===== src/rtl/wb_defs.sv =====
// Shared constants and types for the register-file writeback arbiter.
package wb_defs;

  localparam int WB_AW    = 5;
  localparam int WB_DW    = 32;
  localparam int WB_DEPTH = 4;

  localparam logic [WB_AW-1:0] WB_REG_ZERO = 5'd0;

  typedef struct packed {
    logic [WB_AW-1:0] rd;
    logic [WB_DW-1:0] data;
  } wb_entry_t;

  function automatic wb_entry_t wb_make_entry(input logic [WB_AW-1:0] rd,
                                              input logic [WB_DW-1:0] data);
    wb_entry_t e;
    e.rd   = rd;
    e.data = data;
    return e;
  endfunction

endpackage


===== src/rtl/wb_fifo.sv =====
// Small synchronous FIFO holding ALU results ({reg, data}) awaiting the RF write port.
module wb_fifo
  import wb_defs::*;
#(
  parameter int DEPTH = WB_DEPTH,
  parameter int W     = WB_AW + WB_DW
) (
  input  logic                     clk,
  input  logic                     rst,
  input  logic                     push,
  input  logic [W-1:0]             wdata,
  input  logic                     pop,
  output logic [W-1:0]             rdata,
  output logic                     full,
  output logic                     empty,
  output logic [$clog2(DEPTH):0]   count
);

  localparam int PW = $clog2(DEPTH);
  localparam logic [PW-1:0] PTR_ONE  = PW'(1);
  localparam logic [PW:0]   CNT_ONE  = (PW + 1)'(1);
  localparam logic [PW:0]   CNT_FULL = (PW + 1)'(DEPTH);

  logic [W-1:0]  r_mem [DEPTH];
  logic [PW-1:0] r_wptr;
  logic [PW-1:0] r_rptr;
  logic [PW:0]   r_count;
  logic          w_do_push;
  logic          w_do_pop;

  assign full      = (r_count == CNT_FULL);
  assign empty     = (r_count == {(PW + 1){1'b0}});
  assign count     = r_count;
  assign rdata     = r_mem[r_rptr];
  assign w_do_push = push && !full;
  assign w_do_pop  = pop && !empty;

  // Storage write; contents need no reset since occupancy gates every read.
  always_ff @(posedge clk) begin
    if (w_do_push) begin
      r_mem[r_wptr] <= wdata;
    end
  end

  // Pointers wrap naturally because DEPTH is a power of two.
  always_ff @(posedge clk) begin
    if (rst) begin
      r_wptr  <= {PW{1'b0}};
      r_rptr  <= {PW{1'b0}};
      r_count <= {(PW + 1){1'b0}};
    end else begin
      if (w_do_push) begin
        r_wptr <= r_wptr + PTR_ONE;
      end
      if (w_do_pop) begin
        r_rptr <= r_rptr + PTR_ONE;
      end
      case ({w_do_push, w_do_pop})
        2'b10:   r_count <= r_count + CNT_ONE;
        2'b01:   r_count <= r_count - CNT_ONE;
        default: r_count <= r_count;
      endcase
    end
  end

endmodule


===== src/rtl/rf_writeback_arbiter.sv =====
// Merges ALU results and uncancellable load returns onto one RF write port with a WAW scoreboard.
// Optional feature: define WB_ZERO_DROP_EN to make register 0 a read-only zero.
module rf_writeback_arbiter
  import wb_defs::*;
#(
  parameter int DEPTH = WB_DEPTH,
  parameter int AW    = WB_AW,
  parameter int DW    = WB_DW
) (
  input  logic                    clk,
  input  logic                    rst,
  input  logic                    alu_valid,
  output logic                    alu_ready,
  input  logic [AW-1:0]           alu_reg,
  input  logic [DW-1:0]           alu_data,
  input  logic                    ld_issue,
  input  logic [AW-1:0]           ld_issue_reg,
  output logic                    ld_issue_ready,
  input  logic                    ld_valid,
  input  logic [AW-1:0]           ld_reg,
  input  logic [DW-1:0]           ld_data,
  output logic                    write,
  output logic [AW-1:0]           writereg,
  output logic [DW-1:0]           writedata,
  output logic [(1 << AW)-1:0]    busy,
  output logic [$clog2(DEPTH):0]  fifo_count,
  output logic                    err
);

  localparam int NREG = 1 << AW;
  localparam int EW   = AW + DW;

  logic            r_write;
  logic [AW-1:0]   r_writereg;
  logic [DW-1:0]   r_writedata;
  logic [NREG-1:0] r_busy;
  logic            r_err;

  logic            w_full;
  logic            w_empty;
  logic            w_push;
  logic            w_pop;
  logic [EW-1:0]   w_head;
  logic            w_alu_accept;
  logic            w_alu_zero;
  logic            w_issue_zero;
  logic            w_ld_zero;
  logic            w_ld_set;
  logic            w_ld_write;
  logic            w_err_set;
  logic [NREG-1:0] w_busy_nxt;
  logic            w_wr_en;
  logic [AW-1:0]   w_wr_reg;
  logic [DW-1:0]   w_wr_data;

`ifdef WB_ZERO_DROP_EN
  assign w_alu_zero   = (alu_reg == {AW{1'b0}});
  assign w_issue_zero = (ld_issue_reg == {AW{1'b0}});
  assign w_ld_zero    = (ld_reg == {AW{1'b0}});
`else
  assign w_alu_zero   = 1'b0;
  assign w_issue_zero = 1'b0;
  assign w_ld_zero    = 1'b0;
`endif

  // Register-0 results are swallowed here, so they never need FIFO space.
  assign alu_ready      = w_alu_zero ? 1'b1 : (!w_full && !r_busy[alu_reg]);
  assign w_alu_accept   = alu_valid && alu_ready;
  assign w_push         = w_alu_accept && !w_alu_zero;
  assign ld_issue_ready = !r_busy[ld_issue_reg];
  assign w_ld_set       = ld_issue && ld_issue_ready && !w_issue_zero;
  assign w_ld_write     = ld_valid && !w_ld_zero;
  assign w_err_set      = w_ld_write && !r_busy[ld_reg];
  assign w_pop          = !w_ld_write && !w_empty;

  wb_fifo #(
    .DEPTH (DEPTH),
    .W     (EW)
  ) u_fifo (
    .clk   (clk),
    .rst   (rst),
    .push  (w_push),
    .wdata ({alu_reg, alu_data}),
    .pop   (w_pop),
    .rdata (w_head),
    .full  (w_full),
    .empty (w_empty),
    .count (fifo_count)
  );

  // Scoreboard update: a same-cycle issue to a returning register keeps it busy.
  always_comb begin
    w_busy_nxt = r_busy;
    for (int i = 0; i < NREG; i++) begin
      if (w_ld_set && (ld_issue_reg == i[AW-1:0])) begin
        w_busy_nxt[i] = 1'b1;
      end else if (ld_valid && (ld_reg == i[AW-1:0])) begin
        w_busy_nxt[i] = 1'b0;
      end else begin
        w_busy_nxt[i] = r_busy[i];
      end
    end
  end

  // Write-port select: load returns cannot stall, so they preempt the FIFO head.
  always_comb begin
    w_wr_en   = 1'b0;
    w_wr_reg  = r_writereg;
    w_wr_data = r_writedata;
    if (w_ld_write) begin
      w_wr_en   = 1'b1;
      w_wr_reg  = ld_reg;
      w_wr_data = ld_data;
    end else if (w_pop) begin
      w_wr_en   = 1'b1;
      w_wr_reg  = w_head[EW-1:DW];
      w_wr_data = w_head[DW-1:0];
    end else begin
      w_wr_en   = 1'b0;
    end
  end

  // Registered RF write port, scoreboard and sticky protocol error.
  always_ff @(posedge clk) begin
    if (rst) begin
      r_write     <= 1'b0;
      r_writereg  <= {AW{1'b0}};
      r_writedata <= {DW{1'b0}};
      r_busy      <= {NREG{1'b0}};
      r_err       <= 1'b0;
    end else begin
      r_write     <= w_wr_en;
      r_writereg  <= w_wr_reg;
      r_writedata <= w_wr_data;
      r_busy      <= w_busy_nxt;
      r_err       <= r_err | w_err_set;
    end
  end

  assign write     = r_write;
  assign writereg  = r_writereg;
  assign writedata = r_writedata;
  assign busy      = r_busy;
  assign err       = r_err;

endmodule


===== config.mk =====
export PLATFORM = sky130hd
export DESIGN_NAME = rf_writeback_arbiter
export DESIGN_NICKNAME = d
export VERILOG_FILES = /design/src/rtl/wb_defs.sv /design/src/rtl/wb_fifo.sv /design/src/rtl/rf_writeback_arbiter.sv
export SDC_FILE = /design/constraint.sdc
export NUM_CORES = 1
export LEC_CHECK = 0
export BUFFER_PORTS_ARGS = -buffer_cell sky130_fd_sc_hd__buf_2
export CAP_MARGIN = 10
export CORE_ASPECT_RATIO = 1.25
export CORE_UTILIZATION = 32
export CTS_BUF_LIST = sky130_fd_sc_hd__clkbuf_8
export CTS_CLUSTER_DIAMETER = 30
export DETAILED_ROUTE_END_ITERATION = 10
export GPL_ROUTABILITY_DRIVEN = 0
export PLACE_DENSITY = 0.61
export SETUP_SLACK_MARGIN = 0.02
export SLEW_MARGIN = 20
export SYNTH_ARGS = -nofsm -noshare
export SYNTH_HDL_FRONTEND = slang
export SYNTH_SLANG_ARGS = --single-unit

===== constraint.sdc =====
create_clock -name clk -period 11.1 [get_ports clk]
set_input_delay 3.33 -clock clk [delete_from_list [all_inputs] [get_ports clk]]
set_output_delay 3.33 -clock clk [all_outputs]
set_load 0.01 [all_outputs]

==> metrics <==
critical path peak fanout=12; Tmin final=8.35 ns; clock slew at reported path FFs=0.05 ns; fraction of registers with async set/reset=0%; fill count=2,841; Most used DFF post-synth=edfxtp_1; via count=6,403; clock sink total=228; Die Span Y=196 um; syn nets=760; RSZ-0062 raised after global routing=no; setup TNS=0 ns; hold_ws=0.470 ns; Final Setup Violations=0; Post-synth EDFFs=148; routing usage on met1=19.1%; Post-Synthesis Cells=670; f_max=120 MHz; crit path launch=alu_reg[1]; DR iter-0 viols=438; GRT overflow=0; Routed WL per cell=18.7 um; largest net degree at the start of global routing=81; Routed Antenna Nets=0; post-synthesis sequential area ratio=62.9%; Synthesis Warnings=0; gr usage total=15.8%; H-Tree Depth=2; Core Footprint=29,400 um^2; layout cells sized above 1=35.6%; pre-CTS WS=2.74 ns; cts bufs inserted=49; Reg2Reg Setup Slack=8.38 ns; Maximum Capacitance Violations=0; Final WS setup=2.75 ns; M3 GR Usage=4.17%; Tcrit/Tclk final=75.3%; Setup CP Type=primary input to primary output; Nets=936; Clock Tree Buf Depth=3; Yosys cell types=41; Clock Latency Late Sink=0.55 ns; status=complete, no violations; hold bufs inserted after CTS=0; Final Skew=0.0174 ns; Reg-to-Reg Start=busy[9]; drt total wl=24.0 mm; syn_area_per_cell=14.3 um^2; Core Rows=70; final instance area=12,000 um^2; FF-to-FF End=u_fifo.count[2]; non-filler cells, final=1,283; worst reg2reg path depth=12; Placement Cell Area=10,800 um^2; number of port buffers=159; Root Driver=clkbuf_8; First-pass DRT Iterations=5; Hold Fails Final Rpt=0; post-cts gate resize count=0; CTS tree=done; Worst-Margin Slew=0.889 ns; post-CTS setup buffers=0; met2 Usage GRT=26.6%; cell leakage power=0.00455 uW; initial core utilization=32.7%; DIE AREA=30,700 um^2; CP endpoint=alu_ready; HPWL Detailed=14.9 mm; drt drc=0; gr busiest metal=met2; Via density=4.99; CP Capture Type=primary output; DP Cell Count=1,191; worst rel slew slack=40.7%; first-pass GRT wire length=36.7 mm; Area Growth Syn to Fin=24.3%; Hold Path Stages=2; final max-slew violation count=0; HP Class=register to register; maximum vdd drop=0.000130 V; IO Count=160; initial antenna violation count=3; vias in the first global route=6,456; Seq cells post-synth=228; Arr. time, crit path=5.02 ns; Pwr per Cell Area=219 nW/um^2; Die Wd=157 um; Worst setup SP type=primary input; CP required=7.77 ns; mapped cell area=9610 um^2
## final cells by class
class,count,area (um^2),share of cell area (%)
multi-input cells,384,3330,27.9
flip-flops and latches,228,6050,50.6
inverters,15,56.3,0.471
repair buffers,168,863,7.22
well taps,396,495,4.15
clock buffers,56,771,6.45
diodes,2,5.00,0.0419
clock inverters,34,380,3.18
## synthesized netlist by cell type, types with 5 or more instances
master | n | area, um^2
mux4_2 | 60 | 1350
mux2i_1 | 45 | 450
a21oi_1 | 41 | 205
nor2_1 | 86 | 323
nand2_1 | 18 | 67.6
clkbuf_1 | 24 | 90.1
inv_1 | 15 | 56.3
ha_1 | 5 | 62.6
or3_1 | 6 | 37.5
dfxtp_1 | 80 | 1600
o21ai_0 | 33 | 165
nand2b_1 | 9 | 56.3
o211ai_1 | 10 | 75.1
a211oi_1 | 5 | 37.5
buf_1 | 8 | 30.0
nand3_1 | 21 | 105
edfxtp_1 | 148 | 4440
buf_2 | 8 | 40.0
o311ai_0 | 6 | 52.6
## flip-flops by register name, summed over array words and instances (netlist names), named ones only
| register | flops |
|---|---|
| busy | 32 |
| u_fifo.r_mem | 148 |
| u_fifo.r_rptr | 2 |
| writereg | 5 |
| writedata | 32 |
| u_fifo.r_wptr | 2 |
| err | 1 |
| u_fifo.count | 3 |
| write | 1 |
## critical path, stage by stage
cell,delay [ns]
buf_2,0.26
mux4_2,0.55
a2bb2oi_1,0.15
a32oi_2,0.18
nand3_2,0.14
and2b_2,0.27
buf_2,0.13
## cells by family after synthesis
logic type | after synthesis | synth area share (%)
buffers and inverters | 58 | 2.56
muxes | 106 | 19.0
AOI/OAI and AO/OA | 103 | 6.38
adders and majority gates | 6 | 0.859
xor gates and xnor gates | 4 | 0.365
DFF | 228 | 62.9
and+or+nand+nor | 165 | 7.90
## stage by stage
stage / utilization [%] / total power, uW
after floorplan: - / 1460
after global placement: 36.7 / 1620
after detailed placement: 36.7 / 1630
after CTS: 40.6 / 2670
after global routing: 40.6 / 2760
final: 40.6 / 2620
## how the worst min path moves through the flow
stage	from	endpoint	slack [ns]
3_3_place_gp	err	err	0.45
3_5_place_dp	err	err	0.47
4_1_cts	err	err	0.48
2_1_floorplan	u_fifo.r_rptr[1]	register	0.48
5_1_grt	err	err	0.50
6_report	err	err	0.47
## power by group
group | switching, uW | leakage, uW | internal (uW) | total, uW
clock | 374 | 0.000605 | 653 | 1030
combinational | 303 | 0.00194 | 266 | 569
sequential | 43.0 | 0.00201 | 983 | 1030
## routing by layer
metal  vias up  wire [um]
met4         4        641
met3        61       2070
met2       309      11800
met5         -         27
met1      3081       9410
li1       2948          -
## layout by cell type, fill, tap and decap left out, types with 2 or more instances in the layout
cell	instances
or3_1	6
a2bb2oi_1	4
buf_4	9
nand4_1	2
nand2_1	18
mux4_2	60
o311ai_0	6
nand2b_1	9
and2_2	4
nor3_1	3
clkinv_2	3
o32ai_1	2
clkinv_1	4
inv_6	2
o211ai_1	10
o21ai_0	33
nand3b_1	2
a211oi_1	5
nand3_1	21
clkinv_4	2
a21oi_1	41
mux2i_1	45
ha_1	5
inv_1	25
edfxtp_1	148
buf_2	159
bufinv_16	8
diode_2	2
clkbuf_8	56
nor2_1	86
nor2b_1	3
xor2_1	3
or4_1	4
clkinvlp_4	5
dfxtp_1	78
No activity file was read; power rests on OpenSTA's default activity.
